File: config.mk
export PLATFORM = sky130hd
export DESIGN_NAME = if_id_skid_reg
export DESIGN_NICKNAME = d
export VERILOG_FILES = /design/src/rtl/if_id_skid_reg.sv
export SDC_FILE = /design/constraint.sdc
export NUM_CORES = 1
export LEC_CHECK = 0
export ABC_AREA = 0
export CAP_MARGIN = 0
export CELL_PAD_IN_SITES_DETAIL_PLACEMENT = 1
export CELL_PAD_IN_SITES_GLOBAL_PLACEMENT = 2
export CORE_ASPECT_RATIO = 1.25
export CORE_MARGIN = 8
export CORE_UTILIZATION = 25
export DETAILED_ROUTE_END_ITERATION = 8
export DONT_BUFFER_PORTS = 1
export GPL_TIMING_DRIVEN = 0
export HOLD_SLACK_MARGIN = 0.02
export PLACE_DENSITY = 0.63
export SLEW_MARGIN = 20
export SYNTH_ARGS = -nofsm -noshare
export SYNTH_HDL_FRONTEND = slang
export SYNTH_SLANG_ARGS = --single-unit
File: constraint.sdc
create_clock -name clk -period 6.3 [get_ports clk]
set_clock_uncertainty 0.1 [all_clocks]
set_input_delay 0.63 -clock clk [delete_from_list [all_inputs] [get_ports clk]]
set_output_delay 0.63 -clock clk [all_outputs]
set_load 0.005 [all_outputs]
File: src/rtl/if_id_skid_reg.sv
// IF/ID pipeline register with a ready/valid handshake and a 2-entry skid buffer.
// Flush empties the stage and counts the discarded instructions in a saturating counter.
module if_id_skid_reg #(
   parameter int               PC_W      = 32,
   parameter int               INSTR_W   = 32,
   parameter logic [INSTR_W-1:0] NOP_INSTR = '0,
   parameter int               CNT_W     = 8
) (
   input  logic               clk,
   input  logic               rst,
   input  logic               in_valid,
   output logic               in_ready,
   input  logic [PC_W-1:0]    pcregin,
   input  logic [INSTR_W-1:0] instructin,
   output logic               out_valid,
   input  logic               out_ready,
   output logic [PC_W-1:0]    pcregout,
   output logic [INSTR_W-1:0] instructout,
   input  logic               flush,
   output logic [1:0]         occupancy,
   output logic [CNT_W-1:0]   flush_drops
);

   // Handshake: a transfer happens on a rising edge where valid and ready are
   // both high; ready never depends combinationally on the other side's valid.

   typedef enum logic [1:0] {
      EMPTY = 2'd0,
      ONE   = 2'd1,
      FULL  = 2'd2
   } state_e;

   localparam int SW = CNT_W + 2;

   state_e               state_q, state_d;
   logic [PC_W-1:0]      main_pc_q, main_pc_d;
   logic [INSTR_W-1:0]   main_instr_q, main_instr_d;
   logic [PC_W-1:0]      skid_pc_q, skid_pc_d;
   logic [INSTR_W-1:0]   skid_instr_q, skid_instr_d;
   logic                 in_ready_q, in_ready_d;
   logic [CNT_W-1:0]     drops_q, drops_d;

   logic                 accept;
   logic                 consume;
   logic [SW-1:0]        drop_sum;

   assign out_valid   = (state_q != EMPTY);
   assign in_ready    = in_ready_q;
   assign pcregout    = main_pc_q;
   assign instructout = main_instr_q;
   assign occupancy   = state_q;
   assign flush_drops = drops_q;

   assign accept  = in_valid & in_ready_q;
   assign consume = out_valid & out_ready;

   // Held entries minus the one decode takes, plus the one fetch hands over.
   assign drop_sum = {2'b00, drops_q} + SW'(state_q) + SW'(accept) - SW'(consume);

   always_comb begin
      state_d      = state_q;
      main_pc_d    = main_pc_q;
      main_instr_d = main_instr_q;
      skid_pc_d    = skid_pc_q;
      skid_instr_d = skid_instr_q;
      drops_d      = drops_q;

      if (flush) begin
         state_d      = EMPTY;
         main_pc_d    = '0;
         main_instr_d = NOP_INSTR;
         if (drop_sum > {2'b00, {CNT_W{1'b1}}}) begin
            drops_d = {CNT_W{1'b1}};
         end else begin
            drops_d = drop_sum[CNT_W-1:0];
         end
      end else begin
         unique case (state_q)
            EMPTY: begin
               if (accept) begin
                  state_d      = ONE;
                  main_pc_d    = pcregin;
                  main_instr_d = instructin;
               end
            end
            ONE: begin
               if (accept && consume) begin
                  main_pc_d    = pcregin;
                  main_instr_d = instructin;
               end else if (accept) begin
                  state_d      = FULL;
                  skid_pc_d    = pcregin;
                  skid_instr_d = instructin;
               end else if (consume) begin
                  state_d      = EMPTY;
                  main_instr_d = NOP_INSTR;
               end
            end
            FULL: begin
               if (consume) begin
                  state_d      = ONE;
                  main_pc_d    = skid_pc_q;
                  main_instr_d = skid_instr_q;
               end
            end
            default: begin
               state_d      = EMPTY;
               main_pc_d    = '0;
               main_instr_d = NOP_INSTR;
            end
         endcase
      end

      in_ready_d = (state_d != FULL);
   end

   always_ff @(posedge clk) begin
      if (!rst) begin
         state_q      <= EMPTY;
         main_pc_q    <= '0;
         main_instr_q <= NOP_INSTR;
         skid_pc_q    <= '0;
         skid_instr_q <= NOP_INSTR;
         in_ready_q   <= 1'b0;
         drops_q      <= '0;
      end else begin
         state_q      <= state_d;
         main_pc_q    <= main_pc_d;
         main_instr_q <= main_instr_d;
         skid_pc_q    <= skid_pc_d;
         skid_instr_q <= skid_instr_d;
         in_ready_q   <= in_ready_d;
         drops_q      <= drops_d;
      end
   end

endmodule

==> out/results.ini <==
[timing]
final_hold_viol_count = 0
tightestPinTransition_ns = 0.830
fin_crit_ns = 3.57
finalSetupViolations = 0
max_slew_margin_pct = 44.4
max_freq_mhz = 280
tns_ns = 0
rsz0062_at_grt = no
slew_viol_final = 0
fin_crit_sh_pct = 56.7

[critical_path]
crit_arrival_ns = 3.72
path_max_fanout = 10
path_class = reg -> reg
end_kind = register
critPathLaunchType = register
cp_data_required_time_ns = 6.45

[cts]
cts-root-buf = clkbuf_16
clk_pin_slew_ns = 0.06
cts_tree = done
cts.sinks = 139
clock_path_buffers = 2
clock_latency_ns = 0.42
htreeDepth = 4
holdBufCountCts = 0
cts_setup_buffers = 0
post_cts_resized = 0
cts_made_buffers = 17

[synthesis]
ys_types = 43
async_reset_ff_share_pct = 0
ys.flop_type = dfxtp_1
ys_seq_elements = 139
syn_nets = 770
synthesis.area_um2 = 5940
synth_edf_count = 0
avgSynthCellArea_um2 = 8.62
ys_warn_count = 0
syn_inst = 689
yosysSeqAreaShare_pct = 46.8

[placement]
place_congestion = 0.785
dp_hpwl_um = 15000
dpl_cell_area_um2 = 6310
io_buffers = 0

[detailed_routing]
first_pass_iters = 6
via_per_inst = 5.06
wl_per_cell_um = 19.9
drtAntennaViolNets = 0
drc = 0
routed_wl_um = 20100
drtIter0Drc = 259
vias = 5129

[floorplanning]
num_io_pins = 145
dieArea_um2 = 29000
start_util_pct = 25.2
coreArea_um2 = 23600
die_w_um = 154
die_h_um = 188
rows = 63

[flow_run]
maxCapViolations = 0

[power_and_ir_drop]
leakage_uw = 0.00235
p_int_uw = 1620
power.density_nw_per_um2 = 330
clock_power_share_pct = 43.8
ir_drop_uv = 174
comb_power_share_pct = 14.7
netSwitchingPower_uw = 648
seqPwrFrac_pct = 41.4
netSwitchingFraction_pct = 28.5

[layout]
regArea_um2 = 2780
fin_area_um2 = 6880
final.fill_count = 2770
multi_input_area_um2 = 2850
diodes = 0
layout_common_cells = nand2_1, dfxtp_1, nor2_1
layout_commonest_cell = nand2_1
drive_gt1_share_pct = 7.91
final_nets = 789
syn_to_final_growth_pct = 15.8

[global_route]
antenna_found_initial = 0
grt_max_degree = 17
grt-ovfl-total = 0
grtUsageTotal_pct = 14.1
grt_pass1_wl_um = 31900
grt_pass1_vias = 5611

[outcome]
status = complete, no violations

[min_path]
hold_path_class = in -> reg

-- synth_stat cells, drive strengths merged (2+ instances only) --
library cell  instances  area share [%]
dfxtp               139              47
nand2b                2            0.21
nand2               167              11
and2                  3            0.32
clkbuf               38             2.4
a21oi                 7            0.84
nor3                  2            0.25
a21boi               64             8.1
xnor2                 3            0.57
a31oi                 8            0.84
o2111ai               2            0.40
nor2b                 4            0.42
a222oi               32             5.4
ha                   10             2.1
nand3b               33             4.2
nand3                 3            0.25
inv                  17             1.1
xor2                  3            0.44
a311oi               32             4.7
nor2                 74             4.7
o21ai                13             1.1
buf                  18             1.7
fa                    2            0.67
-- worst paths after layout --
| path | start | endpoint | slack [ns] | cells past startpoint |
|---|---|---|---|---|
| worst max-delay path | occupancy[1] | flush_drops[3] | 2.73 | 12 |
| worst min-delay path | pcregin[0] | skid_pc_q[0] | 0.25 | 2 |
| worst max register to register | occupancy[1] | flush_drops[3] | 2.73 | 12 |
| worst min register to register | skid_pc_q[6] | skid_pc_q[6] | 0.37 | 2 |
-- metrics by stage --
stage | worst slack, ns | hold WS, ns | cells | total power (uW) | utilization, %
floorplan | 3.32 | 0.343 | 689 | 1210 | -
finish | 2.73 | 0.254 | 1013 | 2270 | 29.2
global route | 2.53 | 0.246 | 1013 | 2390 | 29.2
detailed placement | 2.68 | 0.359 | 981 | 1300 | 26.8
global placement | 2.80 | 0.350 | 981 | 1290 | 26.8
CTS | 2.68 | 0.232 | 1013 | 2310 | 29.2
-- power by group through the flow --
stage	Combinational [uW]	Clock, uW	Sequential (uW)
6_report	335	996	942
3_3_place_gp	327	0	962
2_1_floorplan	258	0	949
5_1_grt	379	1070	946
4_1_cts	340	1030	944
3_5_place_dp	338	0	963
-- registers in the layout, summed over array words and instances (netlist names) --
name and flops:
pcregout 32, flush_drops 8, skid_instr_q 32, skid_pc_q 32, occupancy 2, in_ready 1, instructout 32
-- area by class of cell --
class / count / area share, %
clock inverter: 13 / 2.07
inverter: 17 / 0.963
buffer: 56 / 3.53
multi-input combinational: 477 / 41.4
tap: 292 / 5.31
sequential: 139 / 40.4
clock buffer: 19 / 6.29
-- critical path, cell delays in order (launching register included) --
cell	delay, ns
dfxtp_1	0.34
buf_4	0.20
or2_2	0.34
and2_1	0.18
ha_1	0.27
inv_1	0.07
fa_1	0.18
inv_1	0.06
fa_1	0.39
nor2b_1	0.19
o2111ai_2	0.17
a41oi_1	0.73
a31oi_1	0.18
-- layer usage --
layer	vias to the layer above	track usage [%]	wire [um]
met5	-	0	0
met4	0	4.34	269
met3	15	6.78	2180
met2	132	24.6	9840
met1	2523	14.7	7860
li1	2459	-	-
-- kinds of logic (layout without fill, tap and decap cells) --
logic type,count (synthesis),in the layout,synth area share [%]
DFF,139,139,46.8
adders and majority gates,12,12,2.78
AOI/OAI and AO/OA,166,166,22.6
xor gates and xnor gates,6,6,1.01
muxes,1,1,0.253
and+or+nand+nor,292,292,21.4
buffers and inverters,73,105,5.20
Note: power is estimated with default switching activity, not from simulation.
